$ cat src/rtl/mac_dot_seq.sv
// Dot-product sequencer for one mac: issues (a,b) pairs with acc_clear on the first term,
// waits out the mac pipeline, then holds the captured sum on a valid/ready result port.
module mac_dot_seq #(
  parameter  int DATA_W  = 16,
  parameter  int K_MAX   = 4,
  parameter  int MAC_LAT = 2,
  localparam int ACC_W   = 2*DATA_W + $clog2(K_MAX) + 1,
  localparam int TW      = $clog2(K_MAX+1)
) (
  input  logic              clk,
  input  logic              rst_n,
  input  logic              in_valid,
  output logic              in_ready,
  input  logic [DATA_W-1:0] in_a,
  input  logic [DATA_W-1:0] in_b,
  input  logic              in_last,
  output logic [DATA_W-1:0] mac_a,
  output logic [DATA_W-1:0] mac_b,
  output logic              mac_clear,
  input  logic [ACC_W-1:0]  mac_acc,
  output logic              res_valid,
  input  logic              res_ready,
  output logic [ACC_W-1:0]  res_data,
  output logic [TW-1:0]     res_terms,
  output logic              err_len,
  output logic [1:0]        dbg_state
);

  // Both ports use valid/ready: a transfer happens on a rising edge where valid and ready
  // are both high; valid never depends on ready, and in_ready depends only on state.
  typedef enum logic [1:0] {IDLE = 2'd0, ISSUE = 2'd1, DRAIN = 2'd2, HOLD = 2'd3} state_t;

  localparam int            DW         = $clog2(MAC_LAT+2);
  localparam logic [DW-1:0] DRAIN_LAST = DW'(MAC_LAT+1);
  localparam logic [TW-1:0] K_LAST     = TW'(K_MAX);

  state_t              state_q, state_d;
  logic [TW-1:0]       cnt_q, cnt_d;
  logic [DW-1:0]       drain_q, drain_d;
  logic [DATA_W-1:0]   mac_a_q, mac_a_d;
  logic [DATA_W-1:0]   mac_b_q, mac_b_d;
  logic                mac_clear_q, mac_clear_d;
  logic                err_len_q, err_len_d;
  logic                res_valid_q, res_valid_d;
  logic [ACC_W-1:0]    res_data_q, res_data_d;
  logic [TW-1:0]       res_terms_q, res_terms_d;
  logic                accept;
  logic [TW-1:0]       cnt_inc;
  logic                close;

  assign in_ready  = (state_q == IDLE) || (state_q == ISSUE);
  assign accept    = in_valid && in_ready;
  assign cnt_inc   = (state_q == IDLE) ? TW'(1) : cnt_q + TW'(1);
  // A sequence closes on in_last or when the term budget is exhausted.
  assign close     = in_last || (cnt_inc == K_LAST);

  assign mac_a     = mac_a_q;
  assign mac_b     = mac_b_q;
  assign mac_clear = mac_clear_q;
  assign err_len   = err_len_q;
  assign res_valid = res_valid_q;
  assign res_data  = res_data_q;
  assign res_terms = res_terms_q;
  assign dbg_state = state_q;

  always_comb begin
    state_d     = state_q;
    cnt_d       = cnt_q;
    drain_d     = drain_q;
    mac_a_d     = '0;
    mac_b_d     = '0;
    mac_clear_d = 1'b0;
    err_len_d   = 1'b0;
    res_valid_d = res_valid_q;
    res_data_d  = res_data_q;
    res_terms_d = res_terms_q;
    case (state_q)
      IDLE, ISSUE: begin
        if (accept) begin
          mac_a_d     = in_a;
          mac_b_d     = in_b;
          mac_clear_d = (state_q == IDLE);
          cnt_d       = cnt_inc;
          if (close) begin
            state_d   = DRAIN;
            drain_d   = '0;
            err_len_d = !in_last;
          end else begin
            state_d   = ISSUE;
          end
        end
      end
      DRAIN: begin
        // mac_acc is final one cycle before this capture edge.
        if (drain_q == DRAIN_LAST) begin
          res_data_d  = mac_acc;
          res_terms_d = cnt_q;
          res_valid_d = 1'b1;
          state_d     = HOLD;
        end else begin
          drain_d = drain_q + DW'(1);
        end
      end
      HOLD: begin
        if (res_ready) begin
          res_valid_d = 1'b0;
          cnt_d       = '0;
          state_d     = IDLE;
        end
      end
      default: state_d = IDLE;
    endcase
  end

  always_ff @(posedge clk or negedge rst_n) begin
    if (!rst_n) begin
      state_q     <= IDLE;
      cnt_q       <= '0;
      drain_q     <= '0;
      mac_a_q     <= '0;
      mac_b_q     <= '0;
      mac_clear_q <= 1'b0;
      err_len_q   <= 1'b0;
      res_valid_q <= 1'b0;
      res_data_q  <= '0;
      res_terms_q <= '0;
    end else begin
      state_q     <= state_d;
      cnt_q       <= cnt_d;
      drain_q     <= drain_d;
      mac_a_q     <= mac_a_d;
      mac_b_q     <= mac_b_d;
      mac_clear_q <= mac_clear_d;
      err_len_q   <= err_len_d;
      res_valid_q <= res_valid_d;
      res_data_q  <= res_data_d;
      res_terms_q <= res_terms_d;
    end
  end

endmodule
$ cat config.mk
export PLATFORM = sky130hd
export DESIGN_NAME = mac_dot_seq
export DESIGN_NICKNAME = d
export VERILOG_FILES = /design/src/rtl/mac_dot_seq.sv
export SDC_FILE = /design/constraint.sdc
export NUM_CORES = 1
export LEC_CHECK = 0
export CORE_ASPECT_RATIO = 1.5
export CORE_MARGIN = 5
export CORE_UTILIZATION = 43
export DETAILED_ROUTE_END_ITERATION = 7
export HOLD_SLACK_MARGIN = 0.1
export PLACE_DENSITY = 0.85
export SYNTH_ARGS = -nofsm -noshare
export SYNTH_HDL_FRONTEND = slang
export SYNTH_SLANG_ARGS = --single-unit
export TNS_END_PERCENT = 10
$ cat constraint.sdc
create_clock -name clk -period 3.8 [get_ports clk]
set_clock_uncertainty 0.2 [all_clocks]
set_input_delay 0.57 -clock clk [delete_from_list [all_inputs] [get_ports clk]]
set_output_delay 0.57 -clock clk [all_outputs]
set_load 0.1 [all_outputs]
# Yosys cells after proc, flatten, opt, wreduce, memory -nomap -nowiden
# Index checks and enable logic that the tools add are counted.
# word_totals
input_bits,72
word_cells,61
output_inout_bits,76
ff_bits,80
# op_classes
reduce_logical,14
n_eq_ne,10
addsub,2
muxes,25
# ops
operator,count
2-to-1 mux 16 bit,4
2-to-1 mux 2 bit,7
!= test 2 bit (second input constant),5
2-to-1 mux 3 bit,3
AND reduction 3 bit,3
2-to-1 mux 1 bit,7
== test 2 bit (second input constant),3
one-hot mux 2 bit (3 select lines),1
one-hot mux 3 bit (2 select lines),1
nonzero test 2 bit,3
one-hot mux 2 bit (2 select lines),1
AND reduction 4 bit,1
adder 3 x 1 -> 3 bit (second input constant),1
== test 3 bit (second input constant),1
adder 2 x 1 -> 2 bit (second input constant),1
== test 2 x 1 -> 1 bit (second input constant),1
logical NOT 2 bit,1
logical OR 1 bit,2
one-hot mux 1 bit (2 select lines),1
AND reduction 2 bit,1
OR reduction 2 bit,1
logical AND 1 bit,1
logical NOT 1 bit,1

# Longest topological paths before layout
# logic_depth
ltp_word,7
mapped_depth,5
ltp_nobuf,4

# Worst setup path before layout
# Ideal clock, no wire load.
# synth_path
path_kind,register to output
start,"register state_q[1], in the netlist dbg_state[1]"
end,output port in_ready
slack_ps,1341
path_buffers,1
arrival_ps,1689
stages_incl_launch_ff,3
t_required_ps,3030
path_cell_list,dfrtp_1 > buf_2 > inv_1
# synth_between
elab_chain_cells,2
word_cells_on_any_way,3
classes_between,eq/ne: 1; reduce/logical: 2
# synth_lines
item,line_no,source
start: declaration,37,"state_t state_q, state_d;"
start signal: assignment,128,state_q <= state_d;
== test 2 x 1 -> 1 bit or logical NOT 2 bit (tied branches),51,assign in_ready = (state_q == IDLE) || (state_q == ISSUE);
logical OR 1 bit *,51,
end: declaration,13,"output logic in_ready,"
# Mark *: on every way between the ends. The rest lies on a longest branch, timed or not.

# Worst setup path after layout
# layout_path
start,"register res_valid_q, in the netlist res_valid"
end,output port res_valid
# layout_lines
item,line_no,source
start: declaration,44,"logic res_valid_q, res_valid_d;"
start signal: assignment,135,res_valid_q <= res_valid_d;
end: declaration,21,"output logic res_valid,"
# No word-level cell between the ends.

==> out/results.ini <==
[grt]
groute.usage.overall_pct=16.6
grt_pass1_wl_um=11100
grt_max_degree=81
antenna_found_initial=0
overflow=0
grt_pass1_vias=2320

[yosys]
yosysWarnings=0
avgSynthCellArea_um2=14.3
synth-edff-count=0
synthCells=207
netlist.area_leader.share_pct=67.5
synth_cell_types=30
yosysSeqAreaShare_pct=67.5
synth_seq_cells=80
netlist_top_cells_count=dfrtp_1, mux2_2, and2_1, nand2_1, o21ai_0
synth_most_common_cell=dfrtp_1
synth.area.top_cells=dfrtp_1, mux2_2, and2_1
synth_nets=281
synth_area_leader_cell=dfrtp_1
ys.flop_type=dfrtp_1
syn-cell-area_um2=2970
ys_async_sr_fraction_pct=100

[clocking]
postCtsSetupBuffers=0
cts.repair.resized=0
numCtsBuffers=9
cts_tree=done
htree_levels=3
clock_latency_ps=350
cts_root_buf=clkbuf_8
path_clk_slew_ps=70
cts_sinks=80
cts_hold_buf=0
cts_max_path_buffers=2

[finish]
regArea_um2=2000
n_antenna_cell=0
drive_above_1_share_pct=16.0
nFillCells=511
finalNonFillerCells=441
fin_nets=433
area_growth_pct=59.4
multi_input_area_um2=917

[outcome]
outcome=finished clean

[critical_path]
crit_start=res_valid$_DFFE_PN0P_
cp_slowest_cell=clkdlybuf4s50_1
critPathKind=flip-flop to primary output
cp-end-kind=primary output
slowest_delay_ps=1150
crit_buf_inv=1
r2r-start=dbg_state[1]$_DFFE_PN0P_
startpoint_type=flip-flop
crit_chain=clkdlybuf4s50_1
cp_data_required_time_ps=3030
cp_max_fo=3
critPathTopFamily=buffers and inverters
arrival_ps=1890

[sta]
fmax_mhz=376
worst_slew_pin_slew_ps=1020
setup_ws_ps=1140
finalSetupViolations=0
finalCriticalPeriod_ps=2660
setup_tns_ps=0
slew_headroom_pct=32.0
rsz0062_at_grt=false
fin_crit_sh_pct=69.9
drv_slew=0
hold_viol=0

[route]
wl_per_cell_um=16.0
dr.pass1.iters=4
vias_per_cell=4.83
num_vias=2132
routed_wl_um=7050
drt_iter0_drc=39
drc=0
drtAntennaViolNets=0

[place]
dp_hpwl_um=5310
dp_slack_ps=1310
routabilityCongestion=0.771
portBuffers=147
dpl.cell_count=426

[die]
coreArea_um2=6810
fp.dieW_um=77.8
die_h_um=112
ioPinCount=148
num_rows=37
die_area_um2=8690
start_util_pct=43.6

[min_path]
hp-class=primary input to async pin

[flow_run]
cap_violations=0

==> path summary, 6_finish.rpt <==
kind / slack [ps] / cells past startpoint / endpoint
max: 1140 / 1 / res_valid
min: 160 / 1 / res_data[32]$_DFFE_PN0P_
max reg2reg: 1350 / 3 / res_data[33]$_DFFE_PN0P_
min reg2reg: 280 / 2 / res_terms[0]$_DFFE_PN0P_
max in group asynchronous: 2600 / 1 / res_data[29]$_DFFE_PN0P_
min in group clk: 280 / 2 / res_terms[0]$_DFFE_PN0P_
==> metrics by stage <==
step           utilization (%)  area, um^2  hold WS (ps)
2_1_floorplan                -        2970          74.4
3_3_place_gp              66.2        4510           278
3_5_place_dp              66.2        4510           270
4_1_cts                   69.5        4730           196
5_1_grt                   69.5        4730           245
6_report                  69.5        4730           165
==> area by class of cell <==
type	count	share of cell area (%)
Tap cell	78	2.06
Inverter	2	0.159
Clock inverter	3	1.38
Timing Repair Buffer	150	31.4
Sequential cell	80	42.3
Multi-Input combinational cell	116	19.4
Clock buffer	12	3.28
==> registers in the layout (all words and copies together) (netlist names) <==
register,count
dbg_state,2
err_len,1
mac_a,16
res_valid,1
res_terms,3
res_data,35
drain_q,2
mac_clear,1
mac_b,16
cnt_q,3
==> metal layers <==
metal	track usage (%)	wire [um]	share of wire (%)	up-vias
met5	0	0	0	-
met4	8.83	198	2.8	0
met3	7.77	693	9.8	13
met2	28.5	3740	53	94
met1	16.1	2420	34	1026
li1	-	-	-	999
==> placed cells by master, fill, tap and decap left out, types with 2 or more instances in the layout <==
| cell type | Yosys | layout |
|---|---|---|
| nand3b_1 | 2 | 2 |
| clkdlybuf4s50_1 | 0 | 143 |
| inv_1 | 2 | 2 |
| ha_1 | 2 | 2 |
| a21oi_1 | 3 | 3 |
| nand2_1 | 8 | 8 |
| nand2b_1 | 3 | 3 |
| nor2_1 | 4 | 4 |
| nor2b_1 | 2 | 2 |
| o21ai_0 | 8 | 8 |
| bufinv_16 | 0 | 2 |
| clkbuf_8 | 0 | 11 |
| and2_1 | 32 | 32 |
| mux2_2 | 34 | 34 |
| mux2_1 | 3 | 3 |
| buf_4 | 0 | 7 |
| dfrtp_1 | 80 | 80 |
==> kinds of logic after synthesis <==
kind of cell    count (synthesis)  synth area share, %
xor+xnor                        1                0.295
flops                          80                 67.5
fa+ha+maj                       2                0.843
simple gates                   56                 11.4
buf+inv                        11                 1.60
mux                            37                 14.0
compound gates                 20                 4.34
Power is left out: the tool's default activity adds up to more than one toggle a clock period on the data nets, which glitch-free logic cannot reach.
